==> src/rtl/costas_pkg.sv <==
// Shared types and constants for the Costas/PSK beacon symbol timer.
package costas_pkg;

  typedef enum logic [1:0] {
    IDLE = 2'd0,
    ARM  = 2'd1,
    RUN  = 2'd2
  } state_t;

  localparam int          CH_COSTAS = 0;
  localparam int          CH_PSK    = 1;
  localparam int unsigned CLK_HZ    = 27_000_000;

  // Symbol-period divisor for a symbol rate in whole symbols per second.
  function automatic int unsigned div_from_hz(input int unsigned sym_hz);
    return (sym_hz == 0) ? 0 : CLK_HZ / sym_hz;
  endfunction

endpackage

==> src/rtl/costas_rate_div.sv <==
// Symbol-period counter for the active channel: counts 0..D-1 with D = max(div, 2).
module costas_rate_div #(
  parameter int DIV_W = 24
) (
  input  logic             sys_clk,
  input  logic             rst,
  input  logic             i_en,
  input  logic [DIV_W-1:0] i_div,
  output logic             o_first,
  output logic             o_half,
  output logic             o_tc
);

  logic [DIV_W-1:0] r_count;
  logic [DIV_W-1:0] w_d;

  assign w_d     = (i_div < DIV_W'(2)) ? DIV_W'(2) : i_div;
  assign o_first = (r_count == '0);
  assign o_half  = (r_count < (w_d >> 1));
  assign o_tc    = i_en && (r_count == w_d - DIV_W'(1));

  // NOTE: non-blocking assignments for all clocked state so every flop samples pre-edge values.
  always_ff @(posedge sys_clk or posedge rst) begin
    if (rst) begin
      r_count <= '0;
    end else if (!i_en || o_tc) begin
      r_count <= '0;
    end else begin
      r_count <= r_count + DIV_W'(1);
    end
  end

endmodule

==> src/rtl/costas_symbol_timer.sv <==
// Multi-channel symbol-timing engine: arbitrates transmit requests onto one shared
// divider and produces trigger, symbol clock and DDS update strobes.
module costas_symbol_timer
  import costas_pkg::*;
#(
  parameter int NUM_CH = 2,
  parameter int DIV_W  = 24,
  parameter int SYM_W  = 8
) (
  input  logic                    sys_clk,
  input  logic                    rst,
  input  logic                    pps,
  input  logic [NUM_CH-1:0]       txrq,
  input  logic                    abort,
  input  logic [NUM_CH*DIV_W-1:0] div,
  input  logic [NUM_CH*SYM_W-1:0] nsym,
  input  logic [NUM_CH-1:0]       pps_align,
  output logic [NUM_CH-1:0]       trigger,
  output logic [NUM_CH-1:0]       sym_clk,
  output logic                    fq_ud,
  output logic [SYM_W-1:0]        sym_idx,
  output logic                    busy,
  output logic [NUM_CH-1:0]       done
);

  localparam int CH_W = (NUM_CH > 1) ? $clog2(NUM_CH) : 1;

  state_t            r_state;
  logic [CH_W-1:0]   r_ch;
  logic [DIV_W-1:0]  r_div;
  logic [SYM_W-1:0]  r_nsym;
  logic [SYM_W-1:0]  r_sym_idx;
  logic [NUM_CH-1:0] r_pending;
  logic [NUM_CH-1:0] r_txrq_q;
  logic [NUM_CH-1:0] r_done;
  logic              r_pps_meta;
  logic              r_pps_sync;
  logic              r_pps_prev;

  logic [CH_W-1:0]   w_grant_ch;
  logic [DIV_W-1:0]  w_sel_div;
  logic [SYM_W-1:0]  w_sel_nsym;
  logic              w_sel_align;
  logic [NUM_CH-1:0] w_grant_vec;
  logic [NUM_CH-1:0] w_ch_vec;
  logic [NUM_CH-1:0] w_active;
  logic [NUM_CH-1:0] w_txrq_rise;
  logic [NUM_CH-1:0] w_pending_nxt;
  logic              w_pps_rise;
  logic              w_run;
  logic              w_first;
  logic              w_half;
  logic              w_tc;

  // Lowest pending index wins; loop runs high-to-low so the last hit is the winner.
  always_comb begin
    // NOTE: defaults before the loop so every path assigns these and no latch is inferred.
    w_grant_ch  = '0;
    w_sel_div   = '0;
    w_sel_nsym  = '0;
    w_sel_align = 1'b0;
    for (int i = NUM_CH - 1; i >= 0; i--) begin
      if (r_pending[i]) begin
        w_grant_ch  = CH_W'(i);
        w_sel_div   = div[i*DIV_W +: DIV_W];
        w_sel_nsym  = nsym[i*SYM_W +: SYM_W];
        w_sel_align = pps_align[i];
      end
    end
  end

  assign w_run         = (r_state == RUN);
  assign w_ch_vec      = NUM_CH'(1) << r_ch;
  assign w_active      = (r_state != IDLE) ? w_ch_vec : '0;
  assign w_grant_vec   = ((r_state == IDLE) && (|r_pending)) ? (NUM_CH'(1) << w_grant_ch) : '0;
  assign w_txrq_rise   = txrq & ~r_txrq_q;
  assign w_pending_nxt = (r_pending | (w_txrq_rise & ~w_active)) & ~w_grant_vec;
  assign w_pps_rise    = r_pps_sync & ~r_pps_prev;

  costas_rate_div #(
    .DIV_W (DIV_W)
  ) u_rate_div (
    .sys_clk (sys_clk),
    .rst     (rst),
    .i_en    (w_run),
    .i_div   (r_div),
    .o_first (w_first),
    .o_half  (w_half),
    .o_tc    (w_tc)
  );

  always_ff @(posedge sys_clk or posedge rst) begin
    if (rst) begin
      r_state    <= IDLE;
      r_ch       <= '0;
      r_div      <= '0;
      r_nsym     <= '0;
      r_sym_idx  <= '0;
      r_pending  <= '0;
      r_txrq_q   <= '0;
      r_done     <= '0;
      r_pps_meta <= 1'b0;
      r_pps_sync <= 1'b0;
      r_pps_prev <= 1'b0;
    end else begin
      r_txrq_q   <= txrq;
      r_pps_meta <= pps;
      r_pps_sync <= r_pps_meta;
      r_pps_prev <= r_pps_sync;
      r_pending  <= w_pending_nxt;
      r_done     <= '0;

      case (r_state)
        IDLE: begin
          if (|r_pending) begin
            r_ch   <= w_grant_ch;
            r_div  <= w_sel_div;
            r_nsym <= w_sel_nsym;
            if (w_sel_nsym == '0) begin
              r_done <= w_grant_vec;
            end else begin
              r_sym_idx <= '0;
              r_state   <= w_sel_align ? ARM : RUN;
            end
          end
        end

        ARM: begin
          if (abort) begin
            r_state <= IDLE;
            r_done  <= w_ch_vec;
          end else if (w_pps_rise) begin
            r_state <= RUN;
          end
        end

        RUN: begin
          if (abort) begin
            r_state <= IDLE;
            r_done  <= w_ch_vec;
          end else if (w_tc) begin
            if (r_sym_idx == r_nsym - SYM_W'(1)) begin
              r_state <= IDLE;
              r_done  <= w_ch_vec;
            end else begin
              r_sym_idx <= r_sym_idx + SYM_W'(1);
            end
          end
        end

        default: r_state <= IDLE;
      endcase
    end
  end

  assign trigger = w_run ? w_ch_vec : '0;
  assign sym_clk = (w_run && w_half) ? w_ch_vec : '0;
  assign fq_ud   = w_run && w_first;
  assign sym_idx = r_sym_idx;
  assign busy    = (r_state != IDLE);
  assign done    = r_done;

endmodule

==> config.mk <==
export PLATFORM = sky130hd
export DESIGN_NAME = costas_symbol_timer
export DESIGN_NICKNAME = d
export VERILOG_FILES = /design/src/rtl/costas_pkg.sv /design/src/rtl/costas_rate_div.sv /design/src/rtl/costas_symbol_timer.sv
export SDC_FILE = /design/constraint.sdc
export NUM_CORES = 1
export LEC_CHECK = 0
export CAP_MARGIN = 20
export CORE_ASPECT_RATIO = 0.9
export CORE_MARGIN = 2
export CORE_UTILIZATION = 55
export CTS_CLUSTER_SIZE = 14
export DETAILED_ROUTE_END_ITERATION = 16
export HOLD_SLACK_MARGIN = 0.02
export PLACE_DENSITY = 0.82
export SLEW_MARGIN = 20
export SYNTH_ARGS = -nofsm -noshare
export SYNTH_HDL_FRONTEND = slang
export SYNTH_SLANG_ARGS = --single-unit
==> constraint.sdc <==
create_clock -name sys_clk -period 4.72 [get_ports sys_clk]
set_input_delay 0.944 -clock sys_clk [delete_from_list [all_inputs] [get_ports sys_clk]]
set_output_delay 0.944 -clock sys_clk [all_outputs]
set_load 0.02 [all_outputs]
==> report_table.html, run 1 <==
<table>
<tr><th>Metric</th><th>Value</th></tr>
<tr><th colspan="2">Finish</th></tr>
<tr><td>Area delta synth-&gt;final</td><td>24.09%</td></tr>
<tr><td>Final net count</td><td>809</td></tr>
<tr><td>Final Instance Area</td><td>6645 µm²</td></tr>
<tr><td>Layout cells sized above 1</td><td>7.133%</td></tr>
<tr><td>Number of non-filler instances in the completed layout</td><td>841</td></tr>
<tr><td>Share of the core filled with cells</td><td>69.42%</td></tr>
<tr><td>ANT cells</td><td>0</td></tr>
<tr><th colspan="2">Power and ir drop</th></tr>
<tr><td>Leakage power of the design</td><td>2.927 nW</td></tr>
<tr><td>Largest vdd supply drop</td><td>0.0004450 V</td></tr>
<tr><td>Power Total</td><td>3.534 mW</td></tr>
<tr><td>Comb pwr share</td><td>52.9%</td></tr>
<tr><td>Pwr/cell area</td><td>531.8 nW/µm²</td></tr>
<tr><td>Switch Pwr</td><td>1.662 mW</td></tr>
<tr><td>Portion of total power attributed to sequential cells</td><td>31.0%</td></tr>
<tr><td>Cell Int Power</td><td>1.872 mW</td></tr>
<tr><td>Switching fraction of total power</td><td>47.03%</td></tr>
<tr><td>Proportion of power drawn by the clock network</td><td>16.1%</td></tr>
<tr><th colspan="2">Drt</th></tr>
<tr><td>Count of nets left with antenna violations after detail routing</td><td>0</td></tr>
<tr><td>Detail-routed via count per cell</td><td>6.074</td></tr>
<tr><td>Final routed wirelength across all metal layers</td><td>15730 µm</td></tr>
<tr><td>Drc violations</td><td>0</td></tr>
<tr><td>Routed vias</td><td>5108</td></tr>
<tr><td>Pre-Repair DR Iteration Count</td><td>5</td></tr>
<tr><td>Average detailed-routed wire length per instance</td><td>18.70 µm</td></tr>
<tr><td>DRC marker count from the first detailed-route iteration</td><td>415</td></tr>
<tr><th colspan="2">Timing</th></tr>
<tr><td>Hold Vio Cnt, Final</td><td>0</td></tr>
<tr><td>Peak clock frequency supported by timing</td><td>235.1 MHz</td></tr>
<tr><td>Tcrit/Tclk final</td><td>90.13%</td></tr>
<tr><td>Crit path time final</td><td>4254 ps</td></tr>
<tr><td>Max Clock Skew</td><td>13.50 ps</td></tr>
<tr><td>Summed negative setup slack over all endpoints</td><td>0 ps</td></tr>
<tr><td>Final-report setup violation count</td><td>0</td></tr>
<tr><td>Transition time at the pin with the least slew margin</td><td>773.9 ps</td></tr>
<tr><td>Final worst setup slack</td><td>466.1 ps</td></tr>
<tr><td>Final number of max-transition violations</td><td>0</td></tr>
<tr><td>Final-layout worst hold slack</td><td>353.8 ps</td></tr>
<tr><td>Worst-case headroom to the max-slew limit</td><td>47.93%</td></tr>
<tr><td>RSZ-0062 raised after global routing</td><td>no</td></tr>
<tr><th colspan="2">Run status</th></tr>
<tr><td>Outcome</td><td>completed</td></tr>
<tr><th colspan="2">Synth</th></tr>
<tr><td>Total of warnings raised by yosys</td><td>0</td></tr>
<tr><td>Fraction of synthesized cell area taken by the top area cell type</td><td>35.51%</td></tr>
<tr><td>Sequential element share of the synthesized area</td><td>35.51%</td></tr>
<tr><td>Most instantiated cells after synthesis</td><td>76 x sky130_fd_sc_hd__dfrtp_1, 61 x sky130_fd_sc_hd__nand2_1, 51 x sky130_fd_sc_hd__nor2_1</td></tr>
<tr><td>Number of unique standard cell types used by synthesis</td><td>63</td></tr>
<tr><td>Count of state elements after synthesis</td><td>76</td></tr>
<tr><td>Mean Syn Cell Area</td><td>8.610 µm²</td></tr>
<tr><td>Syn Inst Count</td><td>622</td></tr>
<tr><td>Cell with the most instances after synthesis</td><td>sky130_fd_sc_hd__dfrtp_1</td></tr>
<tr><td>EDFF count, synth</td><td>0</td></tr>
<tr><td>Async SR Flop Fraction</td><td>100.0%</td></tr>
<tr><td>Most common flop cell mapped by yosys</td><td>sky130_fd_sc_hd__dfrtp_1</td></tr>
<tr><td>Synthesized Nets</td><td>721</td></tr>
<tr><td>Post-synth design cell area</td><td>5355 µm²</td></tr>
<tr><td>Largest cells by area after synthesis</td><td>sky130_fd_sc_hd__dfrtp_1 36%, sky130_fd_sc_hd__ha_1 6.3%, sky130_fd_sc_hd__a22oi_1 4.8%</td></tr>
<tr><td>Yosys top cell by area</td><td>sky130_fd_sc_hd__dfrtp_1</td></tr>
<tr><th colspan="2">Global routing</th></tr>
<tr><td>Antenna violations before repair</td><td>0</td></tr>
<tr><td>Via count of the first global-routing pass</td><td>5010</td></tr>
<tr><td>Pin count of the biggest net entering global routing</td><td>44</td></tr>
<tr><td>GRT Total Usage</td><td>31.20%</td></tr>
<tr><td>Global route total overflow</td><td>0</td></tr>
<tr><td>Wire length of the first global-routing pass</td><td>25300 µm</td></tr>
<tr><th colspan="2">Place</th></tr>
<tr><td>Area after DPL</td><td>6404 µm²</td></tr>
<tr><td>Final weighted congestion in routability-driven placement</td><td>1.014</td></tr>
<tr><td>Quantity of I/O buffers inserted on ports</td><td>87</td></tr>
<tr><td>Dpl cells</td><td>825</td></tr>
<tr><td>Worst setup timing slack at the placement stage</td><td>376.9 ps</td></tr>
<tr><td>HPWL after DPL</td><td>12160 µm</td></tr>
<tr><th colspan="2">Clocking</th></tr>
<tr><td>Buffer depth of the longest clock path</td><td>2</td></tr>
<tr><td>TritonCTS clock tree</td><td>done</td></tr>
<tr><td>H-tree depth</td><td>3</td></tr>
<tr><td>Clock tree root buffer cell</td><td>sky130_fd_sc_hd__clkbuf_8</td></tr>
<tr><td>Clock sinks</td><td>76</td></tr>
<tr><td>Worst-Skew Late Latency</td><td>370 ps</td></tr>
<tr><td>Cts bufs inserted</td><td>9</td></tr>
<tr><td>Post-CTS clock slew at the launch and capture registers of the worst setup and hold paths</td><td>90 ps</td></tr>
<tr><td>Post-CTS setup buffers</td><td>0</td></tr>
<tr><th colspan="2">Floorplanning</th></tr>
<tr><td>I/O pin count</td><td>88</td></tr>
<tr><td>Initial core utilization</td><td>55.95%</td></tr>
<tr><td>Core Area</td><td>9572 µm²</td></tr>
<tr><td>Die area</td><td>10540 µm²</td></tr>
<tr><td>Height of the chip</td><td>97.61 µm</td></tr>
<tr><td>Site row count</td><td>34</td></tr>
<tr><td>Chip Width</td><td>108.0 µm</td></tr>
<tr><th colspan="2">Setup path</th></tr>
<tr><td>Type of the worst setup path</td><td>reg2out</td></tr>
<tr><td>Highest cell delay on the worst timing path</td><td>510 ps</td></tr>
<tr><td>Cell occurring most often along the worst timing path</td><td>sky130_fd_sc_hd__a21o_1</td></tr>
<tr><td>Sum of buffers and inverters on the critical path</td><td>2</td></tr>
<tr><td>Data arrival at the endpoint of the critical path</td><td>3310 ps</td></tr>
<tr><td>Highest net fanout along the worst path</td><td>6</td></tr>
<tr><td>Sort of element at the end of the critical path</td><td>primary output</td></tr>
<tr><td>CP Launch Type</td><td>flip-flop</td></tr>
<tr><td>CP Cell Sequence</td><td>inv_1 &gt; ha_1 &gt; a21o_1 &gt; a21o_1 &gt; a21o_1 &gt; a21o_1 &gt; a21oi_1 &gt; o211a_1 &gt; a221oi_1 &gt; or4_1 &gt; nor2_1 &gt; dlymetal6s2s_1</td></tr>
<tr><td>Data required time of the critical path</td><td>3780 ps</td></tr>
<tr><td>Dominant delay contributor by cell family on the critical path</td><td>compound AO/OA/AOI/OAI gates</td></tr>
<tr><td>Worst-path cell with the longest stage delay</td><td>sky130_fd_sc_hd__dfrtp_1</td></tr>
<tr><th colspan="2">Hold path</th></tr>
<tr><td>Hold Crit Class</td><td>reg2reg</td></tr>
<tr><th colspan="2">Flow run</th></tr>
<tr><td>Count of max-cap constraint violations</td><td>0</td></tr>
</table>
[area by class of cell]
type                            instances  area, µm²
Multi-Input combinational cell        485       3232
Fill cell                             761       2927
Sequential cell                        76       1902
Timing Repair Buffer                  104       1003
Tap cell                              126      157.7
Inverter                               34      127.6
Clock buffer                            9      123.9
Clock inverter                          7      98.84
[layer usage]
layer	wire, µm	up-vias	track usage, %
met5	0	-	0
met4	118	0	5.523
met3	1427	13	10.13
met2	6933	212	46.35
met1	7250	2445	44.95
li1	-	2438	-
[flip-flops by register name (all words and copies together) (netlist names)]
| register | cells |
|---|---|
| u_rate_div.r_count | 24 |
| r_state | 2 |
| done | 2 |
| r_pps_prev | 1 |
| r_nsym | 8 |
| r_pps_sync | 1 |
| sym_idx | 8 |
| r_ch | 1 |
| r_pps_meta | 1 |
| r_pending | 2 |
| r_div | 24 |
| r_txrq_q | 2 |
[worst paths after layout]
kind	startpoint	to	slack (ps)	cells past startpoint
min in group asynchronous	rst	r_div[11]	1030	2
min reg2reg	r_pps_meta	r_pps_sync	350	0
max reg2reg	r_div[18]	r_state[1]	640	14
max in group asynchronous	rst	u_rate_div.r_count[13]	2860	3
max	r_div[18]	sym_clk[0]	470	12
min	r_pps_meta	r_pps_sync	350	0
[timing repair]
| item | CTS | global route |
|---|---|---|
| hold buffers | 0 | 0 |
| pin swaps | 0 | 0 |
| cloned | 0 | 0 |
| resized for setup | 1 | 4 |
| endpoints found under the setup margin | 2 | 2 |
[kinds of logic (layout without fill, tap and decap cells)]
kind of cell	Yosys count	after routing	share of synthesized area (%)
AO/OA/AOI/OAI	144	144	17.90
AND/OR/NAND/NOR	254	254	25.89
flip-flops	76	76	35.51
adder cells (fa/ha/maj)	27	27	6.308
buffers and inverters	61	154	4.509
XOR/XNOR	57	57	9.322
multiplexers	3	3	0.5608
[cells in the final DEF, fill, tap and decap left out, types with 17 or more instances in the layout]
cell type and n:
sky130_fd_sc_hd__clkdlybuf4s50_1 85, sky130_fd_sc_hd__nand3_1 19, sky130_fd_sc_hd__o21ai_0 43, sky130_fd_sc_hd__ha_1 27
sky130_fd_sc_hd__nand2_1 61, sky130_fd_sc_hd__inv_1 32, sky130_fd_sc_hd__a21oi_1 17, sky130_fd_sc_hd__xor2_1 29
sky130_fd_sc_hd__nor2_1 51, sky130_fd_sc_hd__dfrtp_1 76, sky130_fd_sc_hd__a22oi_1 34, sky130_fd_sc_hd__buf_4 17
sky130_fd_sc_hd__xnor2_1 28
[power by group through the flow]
stage	logic [mW]	clock network (mW)	registers, mW
2_1_floorplan	1.33	0	1.02
3_3_place_gp	1.79	0	1.08
3_5_place_dp	1.83	0	1.10
4_1_cts	1.84	0.574	1.09
5_1_grt	2.07	0.612	1.13
6_report	1.87	0.568	1.10
Note: power is estimated with default switching activity, not from simulation.
==> inputs of run 2 (changes only) <==
--- a/config.mk
+++ b/config.mk
@@ -13,6 +13,7 @@
 export DETAILED_ROUTE_END_ITERATION = 16
 export HOLD_SLACK_MARGIN = 0.02
 export PLACE_DENSITY = 0.82
+export SKIP_CTS_REPAIR_TIMING = 1
 export SLEW_MARGIN = 20
 export SYNTH_ARGS = -nofsm -noshare
 export SYNTH_HDL_FRONTEND = slang
==> results of run 2 <==
The final DEF is identical to that of run 1; final timing and power are the same.
==> inputs of run 3 (changes only) <==
--- a/config.mk
+++ b/config.mk
@@ -7,7 +7,7 @@
 export LEC_CHECK = 0
 export CAP_MARGIN = 20
 export CORE_ASPECT_RATIO = 0.9
-export CORE_MARGIN = 2
+export CORE_MARGIN = 3
 export CORE_UTILIZATION = 55
 export CTS_CLUSTER_SIZE = 14
 export DETAILED_ROUTE_END_ITERATION = 16
==> run 3 against run 2 <==
Net effect: cell area about the same; global-route usage is 1.7 points lower; highest routed layer unchanged; sequential power is essentially flat; routed wire length down 0.74%; critical path type unchanged; maximum frequency grew 0.12%.
==> report_table.html, run 3 (synthesized netlist as in run 1, its figures left out) <==
<table>
<tr><th>Metric</th><th>Value</th></tr>
<tr><th colspan="2">Timing</th></tr>
<tr><td>Hold Vio Cnt, Final</td><td>0 (unchanged)</td></tr>
<tr><td>Tcrit/Tclk final</td><td>90.02% (was 90.13%)</td></tr>
<tr><td>Final-report setup violation count</td><td>0 (unchanged)</td></tr>
<tr><td>RSZ-0062 raised after global routing</td><td>no (unchanged)</td></tr>
<tr><td>Worst-case headroom to the max-slew limit</td><td>44.29% (was 47.93%)</td></tr>
<tr><td>Peak clock frequency supported by timing</td><td>235.4 MHz (was 235.1 MHz)</td></tr>
<tr><td>Crit path time final</td><td>4249 ps (was 4254 ps)</td></tr>
<tr><td>Transition time at the pin with the least slew margin</td><td>828.1 ps (was 773.9 ps)</td></tr>
<tr><td>Final worst setup slack</td><td>471.2 ps (was 466.1 ps)</td></tr>
<tr><td>Final number of max-transition violations</td><td>0 (unchanged)</td></tr>
<tr><td>Max Clock Skew</td><td>12.34 ps (was 13.50 ps)</td></tr>
<tr><th colspan="2">Setup path</th></tr>
<tr><td>Data arrival at the endpoint of the critical path</td><td>3300 ps (was 3310 ps)</td></tr>
<tr><td>Minimum setup slack among reg-to-reg paths</td><td>600 ps (was 640 ps)</td></tr>
<tr><td>Sort of element at the end of the critical path</td><td>primary output (unchanged)</td></tr>
<tr><td>Type of the worst setup path</td><td>reg2out (unchanged)</td></tr>
<tr><td>Worst R2R Start</td><td>r_div[1] (was r_div[18])</td></tr>
<tr><td>CP Cell Sequence</td><td>nor4_1 &gt; and4_1 &gt; a21oi_1 &gt; o21a_1 &gt; o21a_1 &gt; o311ai_1 &gt; a221oi_1 &gt; or4_1 &gt; nor2_1 &gt; dlymetal6s2s_1 (was inv_1 &gt; ha_1 &gt; a21o_1 &gt; a21o_1 &gt; a21o_1 &gt; a21o_1 &gt; a21oi_1 &gt; o211a_1 &gt; a221oi_1 &gt; or4_1 &gt; nor2_1 &gt; dlymetal6s2s_1)</td></tr>
<tr><td>CP Launch Type</td><td>flip-flop (unchanged)</td></tr>
<tr><td>Highest net fanout along the worst path</td><td>6 (unchanged)</td></tr>
<tr><td>First element of the critical path</td><td>r_div[1] (was r_div[18])</td></tr>
<tr><td>Data required time of the critical path</td><td>3780 ps (about the same)</td></tr>
<tr><td>Worst-path cell with the longest stage delay</td><td>sky130_fd_sc_hd__or4_1 (was sky130_fd_sc_hd__dfrtp_1)</td></tr>
<tr><td>Cell occurring most often along the worst timing path</td><td>sky130_fd_sc_hd__o21a_1 (was sky130_fd_sc_hd__a21o_1)</td></tr>
<tr><td>Worst r2r path cells</td><td>14 (unchanged)</td></tr>
<tr><td>Highest cell delay on the worst timing path</td><td>490 ps (was 510 ps)</td></tr>
<tr><td>Worst flop-to-flop path endpoint</td><td>r_state[1] (unchanged)</td></tr>
<tr><th colspan="2">Drt</th></tr>
<tr><td>Detail-routed via count per cell</td><td>6.205 (was 6.074)</td></tr>
<tr><td>Count of nets left with antenna violations after detail routing</td><td>0 (unchanged)</td></tr>
<tr><td>Routed vias</td><td>5218 (was 5108)</td></tr>
<tr><td>Final routed wirelength across all metal layers</td><td>15610 µm (was 15730 µm)</td></tr>
<tr><td>Average detailed-routed wire length per instance</td><td>18.56 µm (was 18.70 µm)</td></tr>
<tr><td>Pre-Repair DR Iteration Count</td><td>5 (unchanged)</td></tr>
<tr><td>Drc violations</td><td>0 (unchanged)</td></tr>
<tr><td>DRC marker count from the first detailed-route iteration</td><td>471 (was 415)</td></tr>
<tr><th colspan="2">Hold path</th></tr>
<tr><td>Hold path startpoint</td><td>r_pps_meta (unchanged)</td></tr>
<tr><td>Hold Crit Class</td><td>reg2reg (unchanged)</td></tr>
<tr><td>Cell count of the worst hold path</td><td>0 (unchanged)</td></tr>
<tr><td>Hold Path End</td><td>r_pps_sync (unchanged)</td></tr>
<tr><th colspan="2">Floorplanning</th></tr>
<tr><td>Site row count</td><td>33 (was 34)</td></tr>
<tr><td>Initial core utilization</td><td>57.64% (was 55.95%)</td></tr>
<tr><td>Height of the chip</td><td>99.61 µm (was 97.61 µm)</td></tr>
<tr><td>Die area</td><td>10960 µm² (was 10540 µm²)</td></tr>
<tr><td>Core Area</td><td>9290 µm² (was 9572 µm²)</td></tr>
<tr><td>Chip Width</td><td>110.0 µm (was 108.0 µm)</td></tr>
<tr><td>I/O pin count</td><td>88 (unchanged)</td></tr>
<tr><th colspan="2">Place</th></tr>
<tr><td>Worst setup timing slack at the placement stage</td><td>292.7 ps (was 376.9 ps)</td></tr>
<tr><td>Final weighted congestion in routability-driven placement</td><td>0.9963 (was 1.014)</td></tr>
<tr><td>Area after DPL</td><td>6421 µm² (was 6404 µm²)</td></tr>
<tr><td>HPWL after DPL</td><td>12060 µm (was 12160 µm)</td></tr>
<tr><td>Quantity of I/O buffers inserted on ports</td><td>87 (unchanged)</td></tr>
<tr><th colspan="2">Global routing</th></tr>
<tr><td>GRT Total Usage</td><td>29.50% (was 31.20%)</td></tr>
<tr><td>Global route total overflow</td><td>0 (unchanged)</td></tr>
<tr><td>Antenna violations before repair</td><td>0 (unchanged)</td></tr>
<tr><td>Pin count of the biggest net entering global routing</td><td>37 (was 44)</td></tr>
<tr><td>Via count of the first global-routing pass</td><td>4941 (was 5010)</td></tr>
<tr><td>Wire length of the first global-routing pass</td><td>25060 µm (was 25300 µm)</td></tr>
<tr><th colspan="2">Finish</th></tr>
<tr><td>FF/Latch Area</td><td>1902 µm² (unchanged)</td></tr>
<tr><td>Most frequent standard cell in the layout excluding fill and tap cells</td><td>sky130_fd_sc_hd__clkdlybuf4s50_1 (unchanged)</td></tr>
<tr><td>Share of the core filled with cells</td><td>71.60% (was 69.42%)</td></tr>
<tr><td>Combined area of the multi-input logic cells</td><td>3236 µm² (was 3232 µm²)</td></tr>
<tr><td>Area delta synth-&gt;final</td><td>24.21% (was 24.09%)</td></tr>
<tr><td>Layout cells sized above 1</td><td>7.232% (was 7.133%)</td></tr>
<tr><td>Final net count</td><td>813 (was 809)</td></tr>
<tr><td>Leading cell types in the layout, fill and taps excluded</td><td>85 x sky130_fd_sc_hd__clkdlybuf4s50_1, 76 x sky130_fd_sc_hd__dfrtp_1, 61 x sky130_fd_sc_hd__nand2_1, 51 x sky130_fd_sc_hd__nor2_1, 43 x sky130_fd_sc_hd__o21ai_0 (unchanged)</td></tr>
<tr><td>Biggest regs</td><td>r_div: 24 flops, u_rate_div.r_count: 24 flops (unchanged)</td></tr>
<tr><td>ANT cells</td><td>0 (unchanged)</td></tr>
<tr><td>Final Instance Area</td><td>6651 µm² (was 6645 µm²)</td></tr>
<tr><td>Layout fillers</td><td>720 (was 761)</td></tr>
<tr><th colspan="2">Clocking</th></tr>
<tr><td>Worst-Skew Late Latency</td><td>370 ps (about the same)</td></tr>
<tr><td>H-tree depth</td><td>3 (unchanged)</td></tr>
<tr><td>Buffer depth of the longest clock path</td><td>2 (unchanged)</td></tr>
<tr><td>Cts bufs inserted</td><td>9 (unchanged)</td></tr>
<tr><td>Post-CTS clock slew at the launch and capture registers of the worst setup and hold paths</td><td>90 ps (about the same)</td></tr>
<tr><td>TritonCTS clock tree</td><td>done (unchanged)</td></tr>
<tr><td>Clock sinks</td><td>76 (unchanged)</td></tr>
<tr><td>Clock tree root buffer cell</td><td>sky130_fd_sc_hd__clkbuf_8 (unchanged)</td></tr>
<tr><th colspan="2">Power and ir drop</th></tr>
<tr><td>Largest vdd supply drop</td><td>0.0004067 V (was 0.0004450 V)</td></tr>
<tr><td>Pwr/cell area</td><td>527.7 nW/µm² (was 531.8 nW/µm²)</td></tr>
<tr><td>Power Total</td><td>3.510 mW (was 3.534 mW)</td></tr>
<tr><td>Leakage power of the design</td><td>2.941 nW (was 2.927 nW)</td></tr>
<tr><th colspan="2">Run status</th></tr>
<tr><td>Outcome</td><td>completed (unchanged)</td></tr>
<tr><th colspan="2">Flow run</th></tr>
<tr><td>Count of max-cap constraint violations</td><td>0 (unchanged)</td></tr>
</table>
## run 3: how the worst max path moves through the flow
stage,end,slack [ps],cells past startpoint
global route,sym_clk[1],320,12
finish,sym_clk[0],470,10
global placement,sym_clk[1],360,10
floorplan,sym_clk[0],1090,10
CTS,sym_clk[0],-120,10
detailed placement,sym_clk[0],290,10
## run 3: where the power goes
group	total, mW	switching (mW)	internal (mW)	leakage, nW
registers	1.12	0.292	0.829	0.987
logic	1.88	1.11	0.767	1.86
clock network	0.512	0.268	0.245	0.0962
total	3.51	1.67	1.84	2.94
## run 3: final cells by class
class,count,area share (%)
Clock buffer,10,1.919
Sequential cell,76,28.59
Inverter,34,1.919
Tap cell,122,2.295
Clock inverter,6,0.9782
Timing Repair Buffer,108,15.65
Multi-Input combinational cell,485,48.65
## run 3: per-layer routing
layer	GRT usage, %	share of wire (%)	vias up	wire (µm)
met4	7.287	1.4	0	219
met1	45.70	47	2510	7286
li1	-	-	2444	-
met2	41.00	42	244	6579
met5	0	0	-	0
met3	7.008	9.8	20	1528
## run 3: worst max-delay path, delay by kind of cell, from the launching register on
family                 cells  cell delay (ps)
flip-flops                 1              450
AO/OA/AOI/OAI              5              940
AND/OR/NAND/NOR            4             1320
buffers and inverters      1              230
## run 3: through the flow
| step | hold slack (ps) | TNS, ps | instances |
|---|---|---|---|
| global route | 373.1 | 0 | 841 |
| finish | 360.0 | 0 | 841 |
| global placement | 340.6 | 0 | 822 |
| detailed placement | 339.6 | 0 | 823 |
| CTS | 361.3 | -240.5 | 839 |
| floorplan | 331.2 | 0 | 622 |
==> RTL edit: new RTL, settings of run 2 <==
`DIV_W` is set to 24 in 2 places; all go to 12.
--- a/src/rtl/costas_rate_div.sv
+++ b/src/rtl/costas_rate_div.sv
@@ -1,6 +1,6 @@
 // Symbol-period counter for the active channel: counts 0..D-1 with D = max(div, 2).
 module costas_rate_div #(
-  parameter int DIV_W = 24
+  parameter int DIV_W = 12
 ) (
   input  logic             sys_clk,
   input  logic             rst,
--- a/src/rtl/costas_symbol_timer.sv
+++ b/src/rtl/costas_symbol_timer.sv
@@ -4,7 +4,7 @@
   import costas_pkg::*;
 #(
   parameter int NUM_CH = 2,
-  parameter int DIV_W  = 24,
+  parameter int DIV_W  = 12,
   parameter int SYM_W  = 8
 ) (
   input  logic                    sys_clk,
Ports: changed (resized div); port bits go from 88 to 64. No check against the original RTL was run, so the function may have changed too.
==> RTL edit against run 2 <==
- cell count down 33%
- worst setup slack improved by 0.31 ns
- register-to-register slack improved by 0.42 ns
- area after synthesis is 30% lower
- routed wire length fell by 41%
- core utilization down 1.5 points
- final area down 33%
- sequential cell count is 24 lower
- first-iteration DRC count fell by 21%
- total power shrank 25%
- highest routed layer unchanged
==> RTL edit: results (changes against run 2) <==
INFO  metric final_nets = 534 (-34%)
INFO  metric run_status = finished, final reports clean
INFO  metric critical_path_top_delay_cell = sky130_fd_sc_hd__clkdlybuf4s50_1
INFO  metric worstPathMaxFanout = 8 (+2)
INFO  metric critical-path-max-stage-delay = 0.64 ns (+0.13 ns)
INFO  metric met1_usage = 35.7% (-9.2 points)
INFO  metric layout-drive-gt1-share = 7.42% (+0.28 points)
INFO  metric seq_area_frac_synth = 34.9% (-0.65 points)
INFO  metric critPathLaunch = r_div[6]$_DFFE_PP0P_
INFO  metric final.fill_count = 533 (-30%)
INFO  metric grt_first_pass_wirelength = 15.4 mm (-39%)
INFO  metric io_buffer_count = 63 (-28%)
INFO  metric synth_fp_nets = 489 (-32%)
INFO  metric hpwl_dp = 7.11 mm (-42%)
INFO  metric leakage_power_of_the_design = 1.86 nW (-36%)
INFO  metric cts_htree_levels = 2 (-1)
INFO  metric synth.area.top_cells = sky130_fd_sc_hd__dfrtp_1, sky130_fd_sc_hd__ha_1, sky130_fd_sc_hd__a22oi_1
INFO  metric ir_drop = 0.000393 V (-12%)
INFO  metric worst-r2r-cell-count = 11 (-3)
INFO  metric worst_pin_slew = 0.908 ns (+0.134 ns)
INFO  metric reg_top3 = r_div (12), u_rate_div.r_count (12)
INFO  metric grt_usage = 25.6% (-5.6 points)
INFO  metric global_placement_routability_congestion = 0.926 (-8.6%)
INFO  metric clock-skew-final = 0.0119 ns (-0.00164 ns)
INFO  metric numCtsBuffers = 5 (-4)
INFO  metric synth.cells.most_frequent = sky130_fd_sc_hd__dfrtp_1, sky130_fd_sc_hd__nand2_1, sky130_fd_sc_hd__nor2_1
INFO  metric dr.first_iter.drc_count = 328 (-21%)
INFO  metric worst_ep_arrival_time = 3.00 ns (-0.31 ns)
INFO  metric rrSetupSlack = 1.06 ns (+0.42 ns)
INFO  metric via_per_inst = 6.04 (-0.54%)
INFO  metric grt_start_max_net_pins = 53 (+20%)
INFO  metric first_global_vias = 3179 (-37%)
INFO  metric worst_skew_late_latency = 0.30 ns (-0.07 ns)
INFO  metric dpl_cell_area = 4370 um2 (-32%)
INFO  metric cp-endpoint = sym_clk[0]
## RTL edit: cell types whose count changed after synthesis, moves of 11 or more
cell | before | now
sky130_fd_sc_hd__nand2_1 | 61 | 36
sky130_fd_sc_hd__dfrtp_1 | 76 | 52
sky130_fd_sc_hd__nor2_1 | 51 | 33
sky130_fd_sc_hd__o21ai_0 | 43 | 28
sky130_fd_sc_hd__xor2_1 | 29 | 15
sky130_fd_sc_hd__a22oi_1 | 34 | 21
sky130_fd_sc_hd__ha_1 | 27 | 15
sky130_fd_sc_hd__xnor2_1 | 28 | 17
## RTL edit: area by class of cell
type	instances	area (um2)	area share, %
Clock inverter	2	35.0	0.783
Timing Repair Buffer	67	661	14.8
Inverter	24	91.3	2.04
Sequential cell	52	1300	29.1
Tap cell	90	113	2.52
Multi-Input combinational cell	321	2200	49.2
Clock buffer	6	72.6	1.62
## RTL edit: stage by stage
stage,std cells,worst slack [ns]
6_report,562,0.779
5_1_grt,562,0.503
4_1_cts,562,0.781
3_5_place_dp,554,1.13
3_3_place_gp,554,1.19
2_1_floorplan,426,1.69
## RTL edit: how the worst min path moves through the flow
stage                                     from                   end  slack (ns)
after detailed placement  r_pps_meta$_DFF_PP0_  r_pps_sync$_DFF_PP0_        0.34
after global routing      r_pps_meta$_DFF_PP0_  r_pps_sync$_DFF_PP0_        0.37
after floorplan           r_pps_meta$_DFF_PP0_  r_pps_sync$_DFF_PP0_        0.33
after CTS                 r_pps_meta$_DFF_PP0_  r_pps_sync$_DFF_PP0_        0.36
final                     r_pps_meta$_DFF_PP0_  r_pps_sync$_DFF_PP0_        0.37
after global placement    r_pps_meta$_DFF_PP0_  r_pps_sync$_DFF_PP0_        0.33
## RTL edit: critical path: cells and delay by family (launching register included)
kind                     cells  cell delay, ns
adder cells (fa/ha/maj)      1            0.30
flip-flops                   1            0.53
buffers and inverters        2            0.76
AND/OR/NAND/NOR              2            0.27
AO/OA/AOI/OAI                5            0.84
## RTL edit: cells by family after synthesis
| logic type | after synthesis | synth area share, % |
|---|---|---|
| AOI/OAI and AO/OA | 108 | 20.8 |
| buffers and inverters | 53 | 6.10 |
| DFF | 52 | 34.9 |
| and+or+nand+nor | 154 | 22.4 |
| adders and majority gates | 15 | 5.03 |
| muxes | 12 | 3.29 |
| xor gates and xnor gates | 32 | 7.51 |
## RTL edit: per-layer routing
metal	up-vias	wire (um)
li1	1614	-
met1	1632	4370
met2	143	4190
met3	6	701
met4	0	36
met5	-	0
## RTL edit: where the power goes
part           leakage [nW]  internal, mW  switching, mW
Combinational          1.14         0.623          0.817
Clock                0.0552         0.158          0.149
Sequential            0.665         0.582          0.310
